<file path="config.mk">
export PLATFORM = sky130hd
export DESIGN_NAME = serial_add_ctrl
export DESIGN_NICKNAME = d
export VERILOG_FILES = /design/src/rtl/serial_add_pkg.sv /design/src/rtl/serial_add_ctrl_fa_bit.sv /design/src/rtl/serial_add_ctrl.sv
export SDC_FILE = /design/constraint.sdc
export NUM_CORES = 1
export LEC_CHECK = 0
export CORE_UTILIZATION = 50
export DETAILED_ROUTE_END_ITERATION = 7
export PLACE_DENSITY_LB_ADDON = 0.15
export REMOVE_ABC_BUFFERS = 1
export SYNTH_ARGS = -nofsm -noshare
export SYNTH_HDL_FRONTEND = slang
export SYNTH_SLANG_ARGS = --single-unit
export TNS_END_PERCENT = 30
</file>
<file path="constraint.sdc">
create_clock -name sys_clk -period 1.6 [get_ports sys_clk]
set_input_delay 0.32 -clock sys_clk [delete_from_list [all_inputs] [get_ports sys_clk]]
set_output_delay 0.32 -clock sys_clk [all_outputs]
set_load 0.1 [all_outputs]
</file>
<file path="src/rtl/serial_add_pkg.sv">
// Shared definitions for the bit-serial adder controller.
// Holds the FSM state encoding and the default operand width.
// Imported by serial_add_ctrl; fa_bit has no dependency on it.
package serial_add_pkg;

    // Controller state encoding.
    typedef enum logic [1:0] {
        ST_IDLE = 2'd0,
        ST_RUN  = 2'd1,
        ST_DONE = 2'd2
    } state_e;

    // Default operand/sum width; legal range 1..32.
    localparam int DEFAULT_WIDTH = 8;

endpackage : serial_add_pkg

</file>
<file path="src/rtl/serial_add_ctrl_fa_bit.sv">
// Combinational 1-bit full adder cell shared by the serial controller.
// Ports: a, b, ci (inputs); s (sum), co (carry out).
// Latency: zero (purely combinational); no flow control.
module fa_bit (
    input  logic a,
    input  logic b,
    input  logic ci,
    output logic s,
    output logic co
);

    assign s  = a ^ b ^ ci;
    assign co = (a & b) | (a & ci) | (b & ci);

endmodule : fa_bit

</file>
<file path="src/rtl/serial_add_ctrl.sv">
// Bit-serial adder: sequences one fa_bit cell over WIDTH cycles, LSB first.
// Latency: done pulses WIDTH+1 cycles after the accepting edge; one result per WIDTH+2 cycles.
// Backpressure: start is only sampled in IDLE; no queueing, requester holds or re-issues start.
//
// Ports: sys_clk, sys_rst (sync, active-high); start, op_a, op_b, cin request
// inputs; sub (only with SERIAL_ADD_SUB_EN defined) selects op_a - op_b;
// busy, done, sum, cout result outputs (sum/cout held until next accepted start).
// Optional feature macro: SERIAL_ADD_SUB_EN.
module serial_add_ctrl
    import serial_add_pkg::*;
#(
    parameter int WIDTH = DEFAULT_WIDTH
) (
    input  logic             sys_clk,
    input  logic             sys_rst,
    input  logic             start,
    input  logic [WIDTH-1:0] op_a,
    input  logic [WIDTH-1:0] op_b,
    input  logic             cin,
`ifdef SERIAL_ADD_SUB_EN
    input  logic             sub,
`endif
    output logic             busy,
    output logic             done,
    output logic [WIDTH-1:0] sum,
    output logic             cout
);

    localparam int CW = $clog2(WIDTH + 1);
    localparam logic [CW-1:0] CNT_LAST = CW'(WIDTH - 1);

    state_e           state_q, state_d;
    logic [WIDTH-1:0] a_sh_q,  a_sh_d;
    logic [WIDTH-1:0] b_sh_q,  b_sh_d;
    logic [WIDTH-1:0] sum_q,   sum_d;
    logic             c_r_q,   c_r_d;
    logic [CW-1:0]    cnt_q,   cnt_d;
    logic             done_q,  done_d;
    logic             cout_q,  cout_d;

    logic             fa_s;
    logic             fa_co;

    // The single shared adder cell always sees the current LSBs and carry.
    fa_bit u_fa (
        .a  (a_sh_q[0]),
        .b  (b_sh_q[0]),
        .ci (c_r_q),
        .s  (fa_s),
        .co (fa_co)
    );

    always_comb begin
        state_d = state_q;
        a_sh_d  = a_sh_q;
        b_sh_d  = b_sh_q;
        sum_d   = sum_q;
        c_r_d   = c_r_q;
        cnt_d   = cnt_q;
        done_d  = 1'b0;
        cout_d  = cout_q;

        case (state_q)
            ST_IDLE: begin
                if (start) begin
                    a_sh_d = op_a;
`ifdef SERIAL_ADD_SUB_EN
                    // Subtract as op_a + ~op_b + 1; cin is ignored.
                    if (sub) begin
                        b_sh_d = ~op_b;
                        c_r_d  = 1'b1;
                    end else begin
                        b_sh_d = op_b;
                        c_r_d  = cin;
                    end
`else
                    b_sh_d = op_b;
                    c_r_d  = cin;
`endif
                    cnt_d   = '0;
                    sum_d   = '0;
                    state_d = ST_RUN;
                end
            end

            ST_RUN: begin
                // Sum bits enter at the MSB and walk down; after WIDTH
                // shifts bit 0 of the operands lands in sum[0].
                sum_d            = sum_q >> 1;
                sum_d[WIDTH-1]   = fa_s;
                c_r_d            = fa_co;
                a_sh_d           = a_sh_q >> 1;
                b_sh_d           = b_sh_q >> 1;
                cnt_d            = cnt_q + CW'(1);
                if (cnt_q == CNT_LAST) begin
                    state_d = ST_DONE;
                end
            end

            ST_DONE: begin
                // done/cout are registered here, so the pulse appears in the
                // first IDLE cycle, while sum is still stable.
                done_d  = 1'b1;
                cout_d  = c_r_q;
                state_d = ST_IDLE;
            end

            default: begin
                state_d = ST_IDLE;
            end
        endcase
    end

    always_ff @(posedge sys_clk) begin
        if (sys_rst) begin
            state_q <= ST_IDLE;
            a_sh_q  <= '0;
            b_sh_q  <= '0;
            sum_q   <= '0;
            c_r_q   <= 1'b0;
            cnt_q   <= '0;
            done_q  <= 1'b0;
            cout_q  <= 1'b0;
        end else begin
            state_q <= state_d;
            a_sh_q  <= a_sh_d;
            b_sh_q  <= b_sh_d;
            sum_q   <= sum_d;
            c_r_q   <= c_r_d;
            cnt_q   <= cnt_d;
            done_q  <= done_d;
            cout_q  <= cout_d;
        end
    end

    assign busy = (state_q == ST_RUN) || (state_q == ST_DONE);
    assign done = done_q;
    assign sum  = sum_q;
    assign cout = cout_q;

endmodule : serial_add_ctrl
</file>
==> impl_table.tex, run 1 <==
\begin{tabular}{lr}
\hline
Metric & Value \\
\hline
\multicolumn{2}{l}{\textbf{Floorplanning}} \\
\quad Core Rows & 20 \\
\quad Effective utilization at floorplan & 52.2\% \\
\quad Die Outline Area & 0.00339 mm² \\
\quad Core Box Area & 0.00303 mm² \\
\quad Die width & about 58 µm \\
\quad I/O pin total & 31 \\
\quad DIE HEIGHT & just under 60 µm \\
\multicolumn{2}{l}{\textbf{Worst hold path}} \\
\quad Worst min-delay path class & reg -> reg \\
\multicolumn{2}{l}{\textbf{Layout}} \\
\quad Fraction of final layout cells with drive strength greater than 1 & between 20\% and 30\% \\
\quad Final non-filler cell area & 0.00218 mm² \\
\quad Fill cell total of the finished layout & 224 \\
\quad Antenna cell count & 0 \\
\quad Nets@finish & 223 \\
\quad Area Overhead vs Synth & 37.9\% \\
\multicolumn{2}{l}{\textbf{Timing}} \\
\quad Worst Tran Pin Value & 0.421 ns \\
\quad Peak Freq & 629 MHz \\
\quad Share of the cycle needed by the critical path after routing & 99.3\% \\
\quad Slew Limit Headroom & 71.9\% \\
\quad Final hold violation count & 0 \\
\quad Setup-failing EPs final & 0 \\
\quad Final critical path time including I/O delays and setup & 1.59 ns \\
\quad Worst clock skew & 0.00845 ns \\
\quad RSZ-0062 raised after global routing & yes \\
\quad Total count of max-transition violations in the final report & 0 \\
\multicolumn{2}{l}{\textbf{Setup path}} \\
\quad CP Capture Type & output pin \\
\quad Maximum single-stage delay on the critical path & 0.38 ns \\
\quad Startpoint class of the critical path & flop \\
\quad Kind of critical path & reg -> out \\
\quad Slowest cell on the critical path & dfxtp\_2 \\
\quad Worst endpoint required time & 1.28 ns \\
\quad Arrival time reported for the critical path endpoint & approximately 1.3 ns \\
\quad Critical path, cell by cell & inv\_1, ha\_4, buf\_12 \\
\quad Largest fanout of any net on the critical path & 3 \\
\multicolumn{2}{l}{\textbf{Drt}} \\
\quad Post-detailed-route wirelength per cell & 12.9 µm \\
\quad DR vias/cell & $\sim$5.2 \\
\quad Total number of vias & 1247 \\
\quad Drt first-iter violations & 56 \\
\quad Post-route antenna net violation count & 0 \\
\quad Drc violations & 0 \\
\quad Overall routed net length & 3.13 mm \\
\quad DRT Pass-1 Iters & 4 \\
\multicolumn{2}{l}{\textbf{Global route}} \\
\quad Total global routing track utilization & 21.1\% \\
\quad Grt total ovfl & 0 \\
\quad Wire length of the first global-routing pass & 5.30 mm \\
\quad Pin count of the biggest net entering global routing & 19 \\
\quad Number of global-route vias before repair & about 1200 \\
\quad Antenna violations before repair & 0 \\
\multicolumn{2}{l}{\textbf{Yosys}} \\
\quad Netlist area before placement & 0.00158 mm² \\
\quad Cell taking the most area after synthesis & dfxtp\_1 \\
\quad Portion of the post-synthesis area used by sequential elements & 41.8\% \\
\quad Number of enable-type register cells in the synthesized netlist & 0 \\
\quad Syn Inst Count & approximately 160 \\
\quad Warnings, synthesis & 0 \\
\quad Ys async rst share & 0\% \\
\quad Leading cell types by total area after synthesis & dfxtp\_1 42\%, a211oi\_2 12\%, mux2i\_1 11\% \\
\quad Average size of a mapped cell & 9.64 µm² \\
\quad Fraction of post-synthesis cell area in the top cell type by area & 41.8\% \\
\quad Primary FF master, synth & dfxtp\_1 \\
\quad Number of different library cells in the post-synthesis netlist & 26 \\
\quad Number of storage elements in the synthesis netlist & 33 \\
\multicolumn{2}{l}{\textbf{Power and ir drop}} \\
\quad Part of the total power dissipated in combinational logic & 35.3\% \\
\quad Switching share of power & 33.9\% \\
\quad Final Power & 2.17 mW \\
\quad Proportion of power drawn by the clock network & about 21\% \\
\quad Standby leakage power & 0.780 nW \\
\quad Worst ir drop on vdd & 0.000593 V \\
\quad Share of power burned in registers & between 40\% and 50\% \\
\quad Power spent charging and discharging nets & 0.734 mW \\
\quad Power per Cell Area & between 900 and 1000 mW/mm² \\
\quad Internal power & 1.43 mW \\
\multicolumn{2}{l}{\textbf{Placement}} \\
\quad Weighted congestion reported at the end of routability-driven placement & around 0.77 \\
\quad Placed wire-length estimate after detailed placement & roughly 2.3 mm \\
\quad Number of input and output port buffers inserted & 30 \\
\quad Instance area after placement & 0.00208 mm² \\
\multicolumn{2}{l}{\textbf{Clock network}} \\
\quad Clock slew at the register clock pins of the worst setup and hold paths & 0.10 ns \\
\quad Total setup buffers inserted after CTS & 0 \\
\quad Buffer cell driving the clock tree root & clkbuf\_4 \\
\quad Insertion delay of the later-clocked pin in the worst-skew pair & between 0.3 and 0.4 ns \\
\quad Hold Buf Count CTS & 0 \\
\quad Num Clock Sinks & 33 \\
\quad H-tree depth & 2 \\
\quad Number of buffers between clock root and the deepest sink & 2 \\
\quad Number of buffers created by CTS & 5 \\
\quad CTS tree & built \\
\multicolumn{2}{l}{\textbf{Status}} \\
\quad Result of the run & completed \\
\multicolumn{2}{l}{\textbf{Flow run}} \\
\quad Count of maximum capacitance violations & 0 \\
\hline
\end{tabular}
==> timing repair <==
action                     CTS  global route
setup endpoints to repair    1            30
cloned                       0             0
resized for setup            2             7
==> power by group through the flow <==
stage / Sequential (mW) / Combinational (mW) / Clock (mW)
after floorplan: 0.981 / 0.425 / 0
after global routing: 0.966 / 0.830 / 0.509
after detailed placement: 0.971 / 0.730 / 0
final: 0.955 / 0.764 / 0.446
after CTS: 0.953 / 0.733 / 0.456
after global placement: 0.965 / 0.705 / 0
==> per-stage QoR <==
stage	setup TNS (ns)	setup WS [ns]	std cells	hold slack, ns	util (%)
3_5_place_dp	-0.0444	-0.0222	234	0.460	68.8
4_1_cts	0	0.000304	242	0.473	70.6
5_1_grt	-0.173	-0.0726	242	0.498	72.0
6_report	0	0.0106	242	0.469	72.0
3_3_place_gp	-0.00580	-0.00580	234	0.446	68.8
2_1_floorplan	-17.05	-0.761	151	0.385	-
==> path summary, 6_finish.rpt <==
| check | endpoint | cells past startpoint | slack (ns) | from |
|---|---|---|---|---|
| max reg2reg | b_sh_q[1] | 6 | 0.06 | state_q[1] |
| max | busy | 3 | 0.01 | state_q[0] |
| min | a_sh_q[7] | 2 | 0.47 | a_sh_q[7] |
| min reg2reg | a_sh_q[7] | 2 | 0.47 | a_sh_q[7] |
==> synthesized netlist by cell type (3+ instances only) <==
cell type and instances:
nor2b_1 4, nand3_1 10, a21oi_1 16, nor2_1 16
ha_1 5, nand2b_1 3, a211oi_2 15, mux2i_1 17
inv_1 6, nand2_1 14, buf_2 3, dfxtp_1 33
buf_4 7
==> sequential cells by signal, indices dropped and copies added, names as in the netlist <==
name     cells
c_r_q        1
state_q      2
cout         1
b_sh_q       8
a_sh_q       8
done         1
sum          8
cnt_q        4
==> layout make-up <==
| cell class | instances | area, µm² | share of cell area, % |
|---|---|---|---|
| Multi-Input combinational cell | 112 | 856 | 39.3 |
| Sequential cell | 33 | 663 | 30.4 |
| Clock buffer | 6 | 41.3 | 1.89 |
| Clock inverter | 2 | 10.0 | 0.459 |
| Inverter | 6 | 22.5 | 1.03 |
| Timing Repair Buffer | 39 | 532 | 24.4 |
| Tap cell | 44 | 55.1 | 2.53 |
==> cell usage in the layout, fill, tap and decap left out, types with 5 or more instances in the layout <==
master	instances
nand2_1	14
a21oi_1	16
clkdlybuf4s50_1	19
buf_12	15
nand3_1	10
nor2_1	16
mux2i_1	16
inv_1	6
dfxtp_1	31
a211oi_2	15
clkbuf_4	5
==> kinds of logic (layout without fill, tap and decap cells) <==
family	Yosys count	after routing	synth area share [%]
muxes	18	18	11.7
AOI/OAI and AO/OA	36	36	19.6
buffers and inverters	19	53	6.41
and+or+nand+nor	52	52	15.3
adders and majority gates	6	6	5.23
DFF	33	33	41.8
==> per-layer routing <==
metal  global-route usage, %  vias up  wire length, µm
met5                       0        -                0
met4                    6.12        0               15
met3                    7.37        2              104
met2                    36.0       23             1610
met1                    25.1      584             1390
li1                        -      638                -
==> worst max-delay path: cells and delay by family, from the launching register on <==
| kind | cells | cell delay (ns) |
|---|---|---|
| buf+inv | 2 | 0.26 |
| fa+ha+maj | 1 | 0.29 |
| flops | 1 | 0.38 |
Power figures use the tool's default switching activity.
==> run 2, diff against run 1 <==
==> constraint.sdc (replaced) <==
create_clock -name sys_clk -period 2 [get_ports sys_clk]
set_input_delay 0.4 -clock sys_clk [delete_from_list [all_inputs] [get_ports sys_clk]]
set_output_delay 0.4 -clock sys_clk [all_outputs]
set_load 0.1 [all_outputs]
==> run 2 against run 1 <==
  * Die area stayed put
  * Utilization is 6.3 points lower
  * Cell count is 0.83% lower
  * Clock power is 4.5% lower
  * First-iteration DRC count is 23% higher
  * Via count is 0.24% lower
  * Total power is 21% lower
  * Sequential power is 21% lower
  * Design area is 8.7% lower
  * Critical path depth is 3 higher
  * Flip-flop and latch count stayed put
  * Global-route usage is 1.1 points lower
  * Critical path type is now reg -> reg
  * Critical endpoint is now sum[4]
  * Highest routed layer unchanged
==> impl_table.tex, run 2 (synthesized netlist as in run 1, its figures left out) <==
\begin{tabular}{lr}
\hline
Metric & Value \\
\hline
\multicolumn{2}{l}{\textbf{Drt}} \\
\quad DR vias/cell & 5.18 (was 5.15) \\
\quad Post-detailed-route wirelength per cell & 12.7 µm (was 12.9 µm) \\
\quad Drc violations & 0 (unchanged) \\
\quad Drt first-iter violations & 69 (was 56) \\
\quad Post-route antenna net violation count & 0 (unchanged) \\
\quad Overall routed net length & 3.04 mm (was 3.13 mm) \\
\quad Total number of vias & 1244 (was 1247) \\
\quad DRT Pass-1 Iters & 4 (unchanged) \\
\multicolumn{2}{l}{\textbf{Power and ir drop}} \\
\quad Final Power & 1.72 mW (was 2.17 mW) \\
\quad Worst ir drop on vdd & 0.000560 V (was 0.000593 V) \\
\quad Standby leakage power & 0.742 nW (was 0.780 nW) \\
\quad Power per Cell Area & 863 mW/mm² (was 994 mW/mm²) \\
\multicolumn{2}{l}{\textbf{Layout}} \\
\quad Fraction of final layout cells with drive strength greater than 1 & 21.9\% (was 24.7\%) \\
\quad Nets@finish & 221 (was 223) \\
\quad Highest-count cells in the layout ignoring fill and taps & 33 x dfxtp\_1, 19 x clkdlybuf4s50\_1, 17 x mux2i\_1, 16 x nor2\_1, 16 x a21oi\_1 (was 31 x dfxtp\_1, 19 x clkdlybuf4s50\_1, 16 x mux2i\_1, 16 x nor2\_1, 16 x a21oi\_1) \\
\quad Antenna cell count & 0 (unchanged) \\
\quad Final non-filler cell area & 0.00199 mm² (was 0.00218 mm²) \\
\quad Most common cell after layout, fill and taps aside & dfxtp\_1 (unchanged) \\
\quad Area Overhead vs Synth & 25.9\% (was 37.9\%) \\
\quad Fill cell total of the finished layout & 260 (was 224) \\
\multicolumn{2}{l}{\textbf{Clock network}} \\
\quad Hold Buf Count CTS & 0 (unchanged) \\
\quad Total setup buffers inserted after CTS & 0 (unchanged) \\
\quad Number of resized instances in the post-cts repair step & 0 (was 2) \\
\quad H-tree depth & 2 (unchanged) \\
\quad Number of buffers between clock root and the deepest sink & 2 (unchanged) \\
\quad Number of buffers created by CTS & 5 (unchanged) \\
\quad CTS tree & built (unchanged) \\
\quad Insertion delay of the later-clocked pin in the worst-skew pair & 0.34 ns (was 0.33 ns) \\
\quad Buffer cell driving the clock tree root & clkbuf\_4 (unchanged) \\
\quad Num Clock Sinks & 33 (unchanged) \\
\quad Clock slew at the register clock pins of the worst setup and hold paths & 0.11 ns (was 0.10 ns) \\
\multicolumn{2}{l}{\textbf{Floorplanning}} \\
\quad Die Outline Area & 0.00339 mm² (unchanged) \\
\quad I/O pin total & 31 (unchanged) \\
\quad DIE HEIGHT & 58.2 µm (unchanged) \\
\quad Die width & 58.2 µm (unchanged) \\
\quad Core Box Area & 0.00303 mm² (unchanged) \\
\quad Effective utilization at floorplan & 52.2\% (unchanged) \\
\quad Core Rows & 20 (unchanged) \\
\multicolumn{2}{l}{\textbf{Setup path}} \\
\quad Number of buffer and inverter stages on the critical path & 2 (unchanged) \\
\quad CP Capture Type & flop (was output pin) \\
\quad Kind of critical path & reg -> reg (was reg -> out) \\
\quad Startpoint class of the critical path & flop (unchanged) \\
\quad Arrival time reported for the critical path endpoint & 1.96 ns (was 1.27 ns) \\
\quad Critical path, cell by cell & inv\_1, ha\_1, mux2i\_1, buf\_4, nand2\_1, a21oi\_1 (was inv\_1, ha\_4, buf\_12) \\
\quad Slowest cell on the critical path & mux2i\_1 (was dfxtp\_2) \\
\quad Largest fanout of any net on the critical path & 9 (was 3) \\
\quad Worst endpoint required time & 2.26 ns (was 1.28 ns) \\
\quad Maximum single-stage delay on the critical path & 0.47 ns (was 0.38 ns) \\
\quad Cell family contributing the most delay on the critical path & multiplexers (was flip-flops) \\
\quad Worst reg-to-reg setup slack & 0.30 ns (was 0.06 ns) \\
\multicolumn{2}{l}{\textbf{Global route}} \\
\quad GR Util met1 & 26.3\% (was 25.1\%) \\
\quad Number of global-route vias before repair & 1169 (was 1218) \\
\quad Antenna violations before repair & 0 (unchanged) \\
\quad Total global routing track utilization & 20.1\% (was 21.1\%) \\
\quad Busiest grt layer & met2 (unchanged) \\
\quad Met3 global-route usage & 4.69\% (was 7.37\%) \\
\quad Pin count of the biggest net entering global routing & 26 (was 19) \\
\quad Wire length of the first global-routing pass & 5.20 mm (was 5.30 mm) \\
\quad Grt total ovfl & 0 (unchanged) \\
\quad Global routing met2 resource utilization & 32.8\% (was 36.0\%) \\
\multicolumn{2}{l}{\textbf{Timing}} \\
\quad RSZ-0062 raised after global routing & no (was yes) \\
\quad Slew Limit Headroom & 68.2\% (was 71.9\%) \\
\quad Setup-failing EPs final & 0 (unchanged) \\
\quad Share of the cycle needed by the critical path after routing & 85.2\% \\
\quad Worst Tran Pin Value & 0.464 ns (was 0.421 ns) \\
\quad Summed negative setup slack over all endpoints & 0 ns (unchanged) \\
\quad Total count of max-transition violations in the final report & 0 (unchanged) \\
\quad Final hold violation count & 0 (unchanged) \\
\quad Setup slack of the critical path after layout & 0.296 ns (was 0.0106 ns) \\
\quad Worst clock skew & 0.0111 ns (was 0.00845 ns) \\
\quad Peak Freq & between 500 and 600 MHz \\
\quad Final critical path time including I/O delays and setup & 1.70 ns \\
\multicolumn{2}{l}{\textbf{Status}} \\
\quad Result of the run & completed (unchanged) \\
\multicolumn{2}{l}{\textbf{Placement}} \\
\quad Number of input and output port buffers inserted & 30 (unchanged) \\
\quad Post-placement setup slack & 0.147 ns (was -0.0222 ns) \\
\quad Instance area after placement & 0.00192 mm² (was 0.00208 mm²) \\
\quad Weighted congestion reported at the end of routability-driven placement & 0.723 (was 0.775) \\
\quad Placed wire-length estimate after detailed placement & 2.21 mm (was 2.29 mm) \\
\multicolumn{2}{l}{\textbf{Flow run}} \\
\quad Count of maximum capacitance violations & 0 (unchanged) \\
\multicolumn{2}{l}{\textbf{Worst hold path}} \\
\quad Worst min-delay path class & reg -> reg (unchanged) \\
\hline
\end{tabular}
-- run 2: changes by cell type in the layout (fill, tap and decap cells not counted), sizes merged --
cell,before,now
buf,20,18
clkbuf,6,7
clkinv,2,1
-- run 2: routing by layer --
| layer | part of all wire (%) | wire, µm |
|---|---|---|
| met4 | 1.2 | 38 |
| met2 | 49 | 1500 |
| met3 | 4.0 | 122 |
| met5 | 0 | 0 |
| met1 | 45 | 1380 |
-- run 2: worst min-delay path: cells and delay by family, from the launching register on --
family / cells / cell delay, ns
simple gates: 1 / 0.05
flops: 1 / 0.33
compound gates: 1 / 0.05
-- run 2: worst paths after layout --
check	from	end	cells after the start
setup / recovery	state_q[0]	sum[4]	6
hold / removal	b_sh_q[7]	b_sh_q[7]	2
setup reg to reg	state_q[0]	sum[4]	6
hold reg to reg	b_sh_q[7]	b_sh_q[7]	2
-- run 2: per-stage QoR --
step / hold slack [ns] / cells / util [%]
after floorplan: 0.425 / 151 / -
after global placement: 0.447 / 232 / 63.4
after detailed placement: 0.454 / 232 / 63.4
after CTS: 0.469 / 240 / 65.7
after global routing: 0.495 / 240 / 65.7
final: 0.471 / 240 / 65.7
-- run 2: final cells by class --
type	count	area (µm²)	share of cell area [%]
multi-input cells	112	818	41.1
flip-flops and latches	33	661	33.2
repair buffers	37	363	18.2
clock buffers	7	65.1	3.27
well taps	44	55.1	2.77
inverters	6	22.5	1.13
clock inverters	1	5.00	0.252
-- run 2: report_power, final --
group	internal [mW]	switching (mW)
Combinational	0.230	0.303
Sequential	0.722	0.0352
Clock	0.204	0.222
Total	1.16	0.561
==> run 3, diff against run 2 <==
--- a/config.mk
+++ b/config.mk
@@ -5,7 +5,7 @@
 export SDC_FILE = /design/constraint.sdc
 export NUM_CORES = 1
 export LEC_CHECK = 0
-export CORE_UTILIZATION = 50
+export CORE_UTILIZATION = 46
 export DETAILED_ROUTE_END_ITERATION = 7
 export PLACE_DENSITY_LB_ADDON = 0.15
 export REMOVE_ABC_BUFFERS = 1
==> constraint.sdc (replaced) <==
create_clock -name sys_clk -period 1.5 [get_ports sys_clk]
set_input_delay 0.3 -clock sys_clk [delete_from_list [all_inputs] [get_ports sys_clk]]
set_output_delay 0.3 -clock sys_clk [all_outputs]
set_load 0.1 [all_outputs]
==> run 3 against run 2 <==
  * Largest power group unchanged
  * First-iteration DRC count is 13% higher
  * Combinational power is 65% higher
  * Setup slack worse by 0.28 ns
  * Clock skew is 0.0064 ns lower
  * Total power is 39% higher
  * Sequential share of layout area is 3.9 points lower
  * Via count is 4.0% higher
==> impl_table.tex, run 3 (synthesized netlist as in run 1, its figures left out) <==
\begin{tabular}{lr}
\hline
Metric & Value \\
\hline
\multicolumn{2}{l}{\textbf{Layout}} \\
\quad Fill cell total of the finished layout & 246 (was 260) \\
\quad Final non-filler cell area & 0.00228 mm² (was 0.00199 mm²) \\
\quad Most common cell after layout, fill and taps aside & dfxtp\_1 (unchanged) \\
\quad Antenna cell count & 0 (unchanged) \\
\quad Fraction of final layout cells with drive strength greater than 1 & 36.2\% (was 21.9\%) \\
\quad Core occupancy in the finished layout & 72.2\% (was 65.7\%) \\
\quad Highest-count cells in the layout ignoring fill and taps & 30 x dfxtp\_1, 19 x clkdlybuf4s50\_1, 16 x mux2i\_1 (was 33 x dfxtp\_1, 19 x clkdlybuf4s50\_1, 17 x mux2i\_1, 16 x nor2\_1, 16 x a21oi\_1) \\
\quad Number of non-filler instances in the completed layout & 251 (was 240) \\
\quad Area Overhead vs Synth & 44.1\% (was 25.9\%) \\
\quad Nets@finish & 232 (was 221) \\
\multicolumn{2}{l}{\textbf{Global route}} \\
\quad Grt total ovfl & 0 (unchanged) \\
\quad Met3 global-route usage & 7.25\% (was 4.69\%) \\
\quad Busiest grt layer & met2 (unchanged) \\
\quad Global routing met2 resource utilization & 36.3\% (was 32.8\%) \\
\quad Pin count of the biggest net entering global routing & 19 (was 26) \\
\quad GR Util met1 & 22.3\% (was 26.3\%) \\
\quad Antenna violations before repair & 0 (unchanged) \\
\quad Total global routing track utilization & 20.3\% (was 20.1\%) \\
\quad Number of global-route vias before repair & 1275 (was 1169) \\
\quad Wire length of the first global-routing pass & 5.41 mm (was 5.20 mm) \\
\multicolumn{2}{l}{\textbf{Power and ir drop}} \\
\quad Share of power burned in registers & 43.1\% (was 44.1\%) \\
\quad Final Power & 2.39 mW (was 1.72 mW) \\
\quad Standby leakage power & 0.824 nW (was 0.742 nW) \\
\quad Part of the total power dissipated in combinational logic & 36.9\% (was 31.0\%) \\
\quad Worst ir drop on vdd & 0.000681 V (was 0.000560 V) \\
\quad Proportion of power drawn by the clock network & 19.9\% (was 24.8\%) \\
\quad Power spent charging and discharging nets & 0.813 mW (was 0.561 mW) \\
\quad Switching share of power & 34.0\% (was 32.7\%) \\
\quad Power per Cell Area & 1050 mW/mm² (was 863 mW/mm²) \\
\quad Internal power & 1.58 mW (was 1.16 mW) \\
\multicolumn{2}{l}{\textbf{Timing}} \\
\quad Total count of max-transition violations in the final report & 0 (unchanged) \\
\quad Final critical path time including I/O delays and setup & 1.48 ns \\
\quad Final hold violation count & 0 (unchanged) \\
\quad Peak Freq & 674 MHz \\
\quad Share of the cycle needed by the critical path after routing & between 90\% and 100\% \\
\quad Setup slack of the critical path after layout & 0.0164 ns (was 0.296 ns) \\
\quad Slew Limit Headroom & 81.1\% (was 68.2\%) \\
\quad Worst clock skew & 0.00465 ns (was 0.0111 ns) \\
\quad Worst Tran Pin Value & 0.278 ns (was 0.464 ns) \\
\quad RSZ-0062 raised after global routing & yes (was no) \\
\quad Final hold slack & 0.469 ns (was 0.471 ns) \\
\quad Setup-failing EPs final & 0 (unchanged) \\
\quad Summed negative setup slack over all endpoints & 0 ns (unchanged) \\
\multicolumn{2}{l}{\textbf{Worst hold path}} \\
\quad Worst Hold Depth & 2 (unchanged) \\
\quad Worst min-delay path class & reg -> reg (unchanged) \\
\multicolumn{2}{l}{\textbf{Setup path}} \\
\quad Startpoint class of the critical path & flop (unchanged) \\
\quad Largest fanout of any net on the critical path & 3 (was 9) \\
\quad CP Capture Type & output pin (was flop) \\
\quad Arrival time reported for the critical path endpoint & 1.18 ns (was 1.96 ns) \\
\quad Kind of critical path & reg -> out (was reg -> reg) \\
\quad Critical path, cell by cell & inv\_2, ha\_4, buf\_12 (was inv\_1, ha\_1, mux2i\_1, buf\_4, nand2\_1, a21oi\_1) \\
\quad Maximum single-stage delay on the critical path & 0.37 ns (was 0.47 ns) \\
\quad Slowest cell on the critical path & dfxtp\_4 (was mux2i\_1) \\
\quad Worst endpoint required time & 1.20 ns (was 2.26 ns) \\
\quad R2R cell count & 6 (unchanged) \\
\multicolumn{2}{l}{\textbf{Placement}} \\
\quad Number of input and output port buffers inserted & 30 (unchanged) \\
\quad Weighted congestion reported at the end of routability-driven placement & 0.725 (was 0.723) \\
\quad Placed cell count & 240 (was 232) \\
\quad Placed wire-length estimate after detailed placement & 2.38 mm (was 2.21 mm) \\
\quad Instance area after placement & 0.00213 mm² (was 0.00192 mm²) \\
\quad Post-placement setup slack & -0.120 ns (was 0.147 ns) \\
\multicolumn{2}{l}{\textbf{Floorplanning}} \\
\quad Core Rows & 20 (unchanged) \\
\quad Die Outline Area & 0.00367 mm² (was 0.00339 mm²) \\
\quad Die width & 60.6 µm (was 58.2 µm) \\
\quad I/O pin total & 31 (unchanged) \\
\quad Core Box Area & 0.00315 mm² (was 0.00303 mm²) \\
\quad Effective utilization at floorplan & 50.1\% (was 52.2\%) \\
\quad DIE HEIGHT & 60.6 µm (was 58.2 µm) \\
\multicolumn{2}{l}{\textbf{Clock network}} \\
\quad Num Clock Sinks & 33 (unchanged) \\
\quad Insertion delay of the later-clocked pin in the worst-skew pair & 0.33 ns (was 0.34 ns) \\
\quad CTS tree & built (unchanged) \\
\quad Hold Buf Count CTS & 0 (unchanged) \\
\quad H-tree depth & 2 (unchanged) \\
\quad Buffer cell driving the clock tree root & clkbuf\_4 (unchanged) \\
\quad Number of buffers between clock root and the deepest sink & 2 (unchanged) \\
\quad Clock slew at the register clock pins of the worst setup and hold paths & 0.10 ns (was 0.11 ns) \\
\quad Number of buffers created by CTS & 5 (unchanged) \\
\multicolumn{2}{l}{\textbf{Drt}} \\
\quad Drt first-iter violations & 78 (was 69) \\
\quad Post-route antenna net violation count & 0 (unchanged) \\
\quad Post-detailed-route wirelength per cell & 12.9 µm (was 12.7 µm) \\
\quad Drc violations & 0 (unchanged) \\
\quad Overall routed net length & 3.25 mm (was 3.04 mm) \\
\quad Total number of vias & 1294 (was 1244) \\
\quad DR vias/cell & 5.16 (was 5.18) \\
\quad DRT Pass-1 Iters & 4 (unchanged) \\
\multicolumn{2}{l}{\textbf{Status}} \\
\quad Result of the run & completed (unchanged) \\
\multicolumn{2}{l}{\textbf{Flow run}} \\
\quad Count of maximum capacitance violations & 0 (unchanged) \\
\hline
\end{tabular}
## run 3: changes by cell type in the layout (fill, tap and decap cells not counted), sizes merged
cell / previous run / this run
clkbuf: 7 / 6
buf: 18 / 29
clkinv: 1 / 2
## run 3: worst paths after layout
| kind | startpoint | end | slack [ns] |
|---|---|---|---|
| hold reg to reg | cnt_q[1] | cnt_q[1] | 0.47 |
| setup / recovery | state_q[0] | busy | 0.02 |
| hold / removal | cnt_q[1] | cnt_q[1] | 0.47 |
| setup reg to reg | state_q[0] | b_sh_q[3] | 0.04 |
## run 3: final cells by class
cell class / count / area (µm²) / share of cell area [%]
Sequential cell: 33 / 667 / 29.3
Timing Repair Buffer: 48 / 596 / 26.2
Inverter: 6 / 25.0 / 1.10
Tap cell: 44 / 55.1 / 2.42
Clock buffer: 6 / 41.3 / 1.81
Clock inverter: 2 / 10.0 / 0.440
Multi-Input combinational cell: 112 / 883 / 38.8
## run 3: metal layers
layer | vias to the layer above | share of wire, %
li1 | 655 | -
met1 | 612 | 43
met2 | 25 | 52
met3 | 2 | 3.8
met4 | 0 | 0.40
met5 | - | 0
## run 3: critical path: cells and delay by family, from the launching register on
family / cells / cell delay (ns)
buffers and inverters: 2 / 0.21
DFF: 1 / 0.37
adders and majority gates: 1 / 0.27
## run 3: power groups by stage
stage,Combinational [mW],Sequential [mW],Clock [mW]
3_3_place_gp,0.778,1.03,0
2_1_floorplan,0.453,1.05,0
4_1_cts,0.844,1.02,0.498
5_1_grt,0.949,1.04,0.533
6_report,0.882,1.03,0.476
3_5_place_dp,0.807,1.03,0
## run 3: repair_timing
action,in CTS,in global routing
setup endpoints to repair,29,24
gates resized for setup,9,16
pin swaps,1,2
setup buffers,2,1
